## src/rtl/teclado_matricial.sv

```systemverilog
`default_nettype none
// ============================================================================
// Module      : teclado_matricial
// Description : 4x4 keypad scanner/debouncer that packs digits into packets.
// Revision    : 1.0 - initial release
// ============================================================================
module teclado_matricial #(
  parameter int SCAN_CYCLES     = 4,
  parameter int DEBOUNCE_CYCLES = 20,
  parameter int TIMEOUT_CYCLES  = 1000,
  parameter int MAX_DIGITS      = 20
) (
  input  logic                      clk,
  input  logic                      rst,
  output logic [3:0]                col_matricial,
  input  logic [3:0]                lin_matricial,
  output logic [MAX_DIGITS*4-1:0]   digitos_value,
  output logic                      digitos_valid,
  output logic                      tecla_pressionada
);

  localparam int c_cw = $clog2(MAX_DIGITS + 1);
  localparam int c_sw = $clog2(SCAN_CYCLES + 1);
  localparam int c_dw = $clog2(DEBOUNCE_CYCLES + 1);
  localparam int c_tw = $clog2(TIMEOUT_CYCLES + 1);
  localparam logic [c_sw-1:0] c_scan_last = c_sw'(SCAN_CYCLES - 1);
  localparam logic [c_dw-1:0] c_deb_last  = c_dw'(DEBOUNCE_CYCLES - 1);
  localparam logic [c_tw-1:0] c_timeout   = c_tw'(TIMEOUT_CYCLES);
  localparam logic [c_cw-1:0] c_max       = c_cw'(MAX_DIGITS);
  localparam logic [MAX_DIGITS*4-1:0] c_empty = {MAX_DIGITS{4'hF}};

  typedef enum logic [1:0] {
    ST_SCAN         = 2'd0,
    ST_DEBOUNCE     = 2'd1,
    ST_ACCEPT       = 2'd2,
    ST_WAIT_RELEASE = 2'd3
  } state_t;

  state_t                   r_state, w_next;
  logic [3:0]               r_lin_meta, r_lin_sync;
  logic [1:0]               r_col_idx, r_row, w_row;
  logic [c_sw-1:0]          r_scan_cnt;
  logic [c_dw-1:0]          r_deb_cnt;
  logic [c_tw-1:0]          r_idle;
  logic [c_cw-1:0]          r_count;
  logic [MAX_DIGITS*4-1:0]  r_buf, r_out;
  logic                     r_valid;
  logic [3:0]               w_key;
  logic                     w_any_low, w_scan_done, w_same_key, w_deb_done, w_rel_done;

  assign col_matricial     = ~(4'b0001 << r_col_idx);
  assign digitos_value     = r_out;
  assign digitos_valid     = r_valid;
  assign tecla_pressionada = (r_state == ST_ACCEPT);

  // Lowest low row index wins when several rows are pulled down.
  always_comb begin
    w_row = 2'd0;
    if      (!r_lin_sync[0]) w_row = 2'd0;
    else if (!r_lin_sync[1]) w_row = 2'd1;
    else if (!r_lin_sync[2]) w_row = 2'd2;
    else if (!r_lin_sync[3]) w_row = 2'd3;
  end

  assign w_any_low   = ~&r_lin_sync;
  assign w_scan_done = (r_scan_cnt == c_scan_last);
  assign w_same_key  = w_any_low && (w_row == r_row);
  assign w_deb_done  = w_same_key && (r_deb_cnt == c_deb_last);
  assign w_rel_done  = (&r_lin_sync) && (r_deb_cnt == c_deb_last);

  always_comb begin
    w_key = 4'hF;
    case ({r_row, r_col_idx})
      4'h0: w_key = 4'h1;  4'h1: w_key = 4'h2;  4'h2: w_key = 4'h3;  4'h3: w_key = 4'hA;
      4'h4: w_key = 4'h4;  4'h5: w_key = 4'h5;  4'h6: w_key = 4'h6;  4'h7: w_key = 4'hB;
      4'h8: w_key = 4'h7;  4'h9: w_key = 4'h8;  4'hA: w_key = 4'h9;  4'hB: w_key = 4'hC;
      4'hC: w_key = 4'hE;  4'hD: w_key = 4'h0;  4'hE: w_key = 4'hF;  default: w_key = 4'hD;
    endcase
  end

  always_ff @(posedge clk or posedge rst) begin
    if (rst) r_state <= ST_SCAN;
    else     r_state <= w_next;
  end

  always_comb begin
    w_next = r_state;
    case (r_state)
      ST_SCAN:         if (w_scan_done && w_any_low) w_next = ST_DEBOUNCE;
      ST_DEBOUNCE:     if (!w_same_key) w_next = ST_SCAN;
                       else if (w_deb_done) w_next = ST_ACCEPT;
      ST_ACCEPT:       w_next = ST_WAIT_RELEASE;
      ST_WAIT_RELEASE: if (w_rel_done) w_next = ST_SCAN;
      default:         w_next = ST_SCAN;
    endcase
  end

  // Scan/debounce counters; the column only advances on a quiet scan or after release.
  always_ff @(posedge clk or posedge rst) begin
    if (rst) begin
      r_lin_meta <= 4'hF;
      r_lin_sync <= 4'hF;
      r_col_idx  <= 2'd0;
      r_row      <= 2'd0;
      r_scan_cnt <= '0;
      r_deb_cnt  <= '0;
    end else begin
      r_lin_meta <= lin_matricial;
      r_lin_sync <= r_lin_meta;
      case (r_state)
        ST_SCAN: begin
          if (w_scan_done) begin
            r_scan_cnt <= '0;
            if (w_any_low) begin
              r_row     <= w_row;
              r_deb_cnt <= c_dw'(1);
            end else begin
              r_col_idx <= r_col_idx + 2'd1;
            end
          end else begin
            r_scan_cnt <= r_scan_cnt + c_sw'(1);
          end
        end
        ST_DEBOUNCE: r_deb_cnt <= w_same_key ? r_deb_cnt + c_dw'(1) : '0;
        ST_ACCEPT:   r_deb_cnt <= '0;
        default: begin
          if (!(&r_lin_sync)) begin
            r_deb_cnt <= '0;
          end else if (w_rel_done) begin
            r_deb_cnt <= '0;
            r_col_idx <= r_col_idx + 2'd1;
          end else begin
            r_deb_cnt <= r_deb_cnt + c_dw'(1);
          end
        end
      endcase
    end
  end

  // Key actions, packet emission and idle timeout; ACCEPT takes priority over timeout.
  always_ff @(posedge clk or posedge rst) begin
    if (rst) begin
      r_buf   <= c_empty;
      r_out   <= c_empty;
      r_count <= '0;
      r_idle  <= '0;
      r_valid <= 1'b0;
    end else begin
      r_valid <= 1'b0;
      if (r_state == ST_ACCEPT) begin
        r_idle <= '0;
        if (w_key <= 4'd9) begin
          if (r_count < c_max) begin
            r_buf   <= {r_buf[MAX_DIGITS*4-5:0], w_key};
            r_count <= r_count + c_cw'(1);
          end
        end else if (w_key == 4'hF) begin
          if (r_count != '0) begin
            r_out   <= r_buf;
            r_valid <= 1'b1;
            r_buf   <= c_empty;
            r_count <= '0;
          end
        end else if (w_key == 4'hE) begin
          r_buf   <= c_empty;
          r_count <= '0;
        end else begin
          r_out   <= {c_empty[MAX_DIGITS*4-1:4], w_key};
          r_valid <= 1'b1;
        end
      end else if (r_idle != c_timeout) begin
        r_idle <= r_idle + c_tw'(1);
      end else if (r_count != '0) begin
        r_buf   <= c_empty;
        r_count <= '0;
      end
    end
  end

endmodule
`default_nettype wire
```

## config.mk

```make
export PLATFORM = sky130hd
export DESIGN_NAME = teclado_matricial
export DESIGN_NICKNAME = d
export VERILOG_FILES = /design/src/rtl/teclado_matricial.sv
export SDC_FILE = /design/constraint.sdc
export NUM_CORES = 1
export LEC_CHECK = 0
export CAP_MARGIN = 25
export CORE_MARGIN = 5
export CORE_UTILIZATION = 60
export DETAILED_ROUTE_END_ITERATION = 8
export PLACE_DENSITY_LB_ADDON = 0.1
export SLEW_MARGIN = 40
export SYNTH_ARGS = -nofsm -noshare
export SYNTH_HDL_FRONTEND = slang
export SYNTH_SLANG_ARGS = --single-unit
```

## constraint.sdc

```tcl
create_clock -name clk -period 18.6 [get_ports clk]
set_input_delay 2.79 -clock clk [delete_from_list [all_inputs] [get_ports clk]]
set_output_delay 2.79 -clock clk [all_outputs]
set_load 0.05 [all_outputs]
```

==> metrics.md <==
| Metric | Value |
|---|---|
| Largest net degree at the start of global routing | 122 |
| Slew Limit Fails | 0 |
| Wire per inst | 18.8 µm |
| Clk root buf | clkbuf_16 |
| Critical path type | reg -> out |
| Register area share after synthesis | 64.8% |
| Status | complete, no violations |
| DRT iter0 DRCs | 343 |
| DRC viols | 0 |
| Layout area overhead | 19.9% |
| Ys Warns | 0 |
| Reg2reg setup slack | 15140 ps |
| Number of cell rows | 42 |
| Post-synth cell types | 51 |
| Power Dens Cells | 95.9 nW/µm² |
| CP Capture Type | output port |
| Area occupied by multi-input gates | 2540 µm² |
| Commonest non-fill, non-tap cells in the layout | 168 x dfstp_2, 155 x o22a_1, 91 x clkdlybuf4s50_1, 30 x dfrtp_1 |
| Core Util, Final | 72.8% |
| I/O pin count | 92 |
| Post-Syn Nets | 602 |
| Core area | 13100 µm² |
| Synth Area per Inst | 13.8 µm² |
| Prevailing post-synth register cell | dfstp_2 |
| Worst IR drop on VDD | 0.0641 mV |
| Register bit count reported by yosys | 198 |
| Longest Clk Path Bufs | 2 |
| Hold Crit Class | reg -> reg |
| Slew margin rel. | 49.4% |
| TritonCTS clock tree | done |
| PostCTS Resize Cnt | 0 |
| CP Data Required Time | 15810 ps |
| Initial DRT Pass Iterations | 6 |
| Clock Skew | 6.33 ps |
| CTS clk-pin slew, worst paths | 60 ps |
| Share of cells above drive strength 1 | 32.9% |
| Effective utilization at floorplan | 60.7% |
| Fin. Hold Viols | 0 |
| Final GP Congestion | 0.788 |
| Setup bufs post-CTS | 0 |
| Total Routing Usage GR | 21.1% |
| FF+latch area | 5160 µm² |
| EDFF count, synth | 0 |
| Final setup viols | 0 |
| Die W | 125 µm |
| Clock sink total | 198 |
| Post-CTS Hold Buffers | 0 |
| RSZ-0062 raised after global routing | no |
| Highest clock rate | 0.188 GHz |
| Post-synthesis instance total | 579 |
| DP HPWL | 10000 µm |
| Fin crit share | 28.6% |
| Fraction of registers with async set/reset | 100% |
| Routed Antenna Nets | 0 |
| Vias/cell | 6.05 |
| H-tree depth | 4 |
| Number of CTS-inserted buffers | 17 |
| Later-pin clock latency in the skew report | 430 ps |
| Initial antenna violation count | 0 |
| Die Y | 125 µm |
| CP Max Fanout | 18 |
| Critical Path Start Type | register |
| Total global routing overflow | 0 |
| Vias | 5109 |
| Commonest non-fill, non-tap cell in the layout | dfstp_2 |
| Nets | 678 |
| Leakage Power | 3.66 nW |
| Max_cap viols | 0 |
| Fin Setup TNS | 0 ps |
| Ant. Diodes | 0 |
| WL final | 15800 µm |
| Vias in the first global route | 5335 |
| Worst slew pin tran | 758 ps |
| Fin crit period | 5320 ps |
| First-pass GRT wire length | 27000 µm |
| Synth Cell Area | 7970 µm² |
| Port Buffer Count | 91 |
| Fill cells | 889 |
| CP arrival | 2530 ps |
| Full die area | 15700 µm² |
[state kept, by name, indices dropped and copies added, names as in the netlist, 2 cells and up, named ones only]
signal / cells
r_count: 5
r_idle: 10
r_deb_cnt: 5
r_scan_cnt: 3
r_lin_sync: 4
r_row: 2
r_col_idx: 2
r_lin_meta: 4
r_buf: 80
digitos_value: 80
[synthesized netlist by cell type, drive strengths merged (2+ instances only)]
cell type	instances	area share, %
a21o	2	0.19
a21oi	13	0.96
a41oi	2	0.22
and3	2	0.16
buf	30	2.1
clkbuf	11	0.52
dfrtp	30	9.4
dfstp	168	55
ha	17	2.7
inv	20	0.94
mux2	6	0.85
mux2i	5	0.78
nand2	18	0.85
nand2b	5	0.39
nand3	12	0.75
nand4	3	0.24
nor2	19	0.89
nor3	4	0.25
nor3b	2	0.19
nor4b	2	0.22
o211ai	2	0.19
o21a	2	0.19
o21ai	15	0.94
o22a	155	17
o22ai	2	0.16
or3	3	0.24
xnor2	4	0.44
xor2	7	0.77
[path summary, 6_finish.rpt]
kind | cells past startpoint | end | startpoint
setup / recovery | 3 | tecla_pressionada | r_state[0]
hold / removal | 0 | r_lin_sync[3] | r_lin_meta[3]
setup reg to reg | 8 | r_buf[32] | r_col_idx[0]
hold reg to reg | 0 | r_lin_sync[3] | r_lin_meta[3]
max in group asynchronous | 3 | r_deb_cnt[3] | rst
min in group asynchronous | 2 | r_idle[2] | rst
[worst max-delay path: stages, from the launching register on]
cell and delay, ps:
dfrtp_1 420, inv_1 120, ha_1 630, clkdlybuf4s50_1 930
[power by group]
part / switching [mW] / leakage, nW / internal, mW / total [mW]
Sequential: 0.0147 / 2.13 / 0.443 / 0.458
Combinational: 0.0730 / 1.25 / 0.0423 / 0.115
Clock: 0.147 / 0.284 / 0.196 / 0.343
[metrics by stage]
step | area [µm²] | power, mW | hold slack [ps] | instances | setup slack (ps)
after floorplan | 7970 | 0.549 | 345 | 579 | 10690
after global placement | 8950 | 0.570 | 346 | 810 | 13620
after detailed placement | 8990 | 0.579 | 347 | 812 | 13760
after CTS | 9560 | 0.925 | 357 | 844 | 13290
after global routing | 9560 | 0.959 | 359 | 844 | 13190
final | 9560 | 0.917 | 356 | 844 | 13280
[area by class of cell]
class | instances | area share, %
Clock buffer | 25 | 5.51
Clock inverter | 7 | 0.432
Inverter | 20 | 0.916
Multi-Input combinational cell | 320 | 26.5
Sequential cell | 198 | 54.0
Tap cell | 176 | 2.30
Timing Repair Buffer | 98 | 10.3
[routing by layer]
layer,routed length (µm),part of all wire [%],global-route usage (%)
met4,338,2.1,7.97
met1,7280,46,29.4
met3,508,3.2,4.95
met2,7720,49,32.6
met5,0,0,0
[cell families (layout without fill, tap and decap cells)]
kind of cell    Yosys count  in the layout  synth area share (%)
flops                   198            198                  64.8
xor+xnor                 11             11                  1.21
simple gates             78             78                  5.01
buf+inv                  61            150                  3.61
fa+ha+maj                17             17                  2.67
compound gates          202            202                  20.8
mux                      12             12                  1.91
No activity file was read; power rests on OpenSTA's default activity.
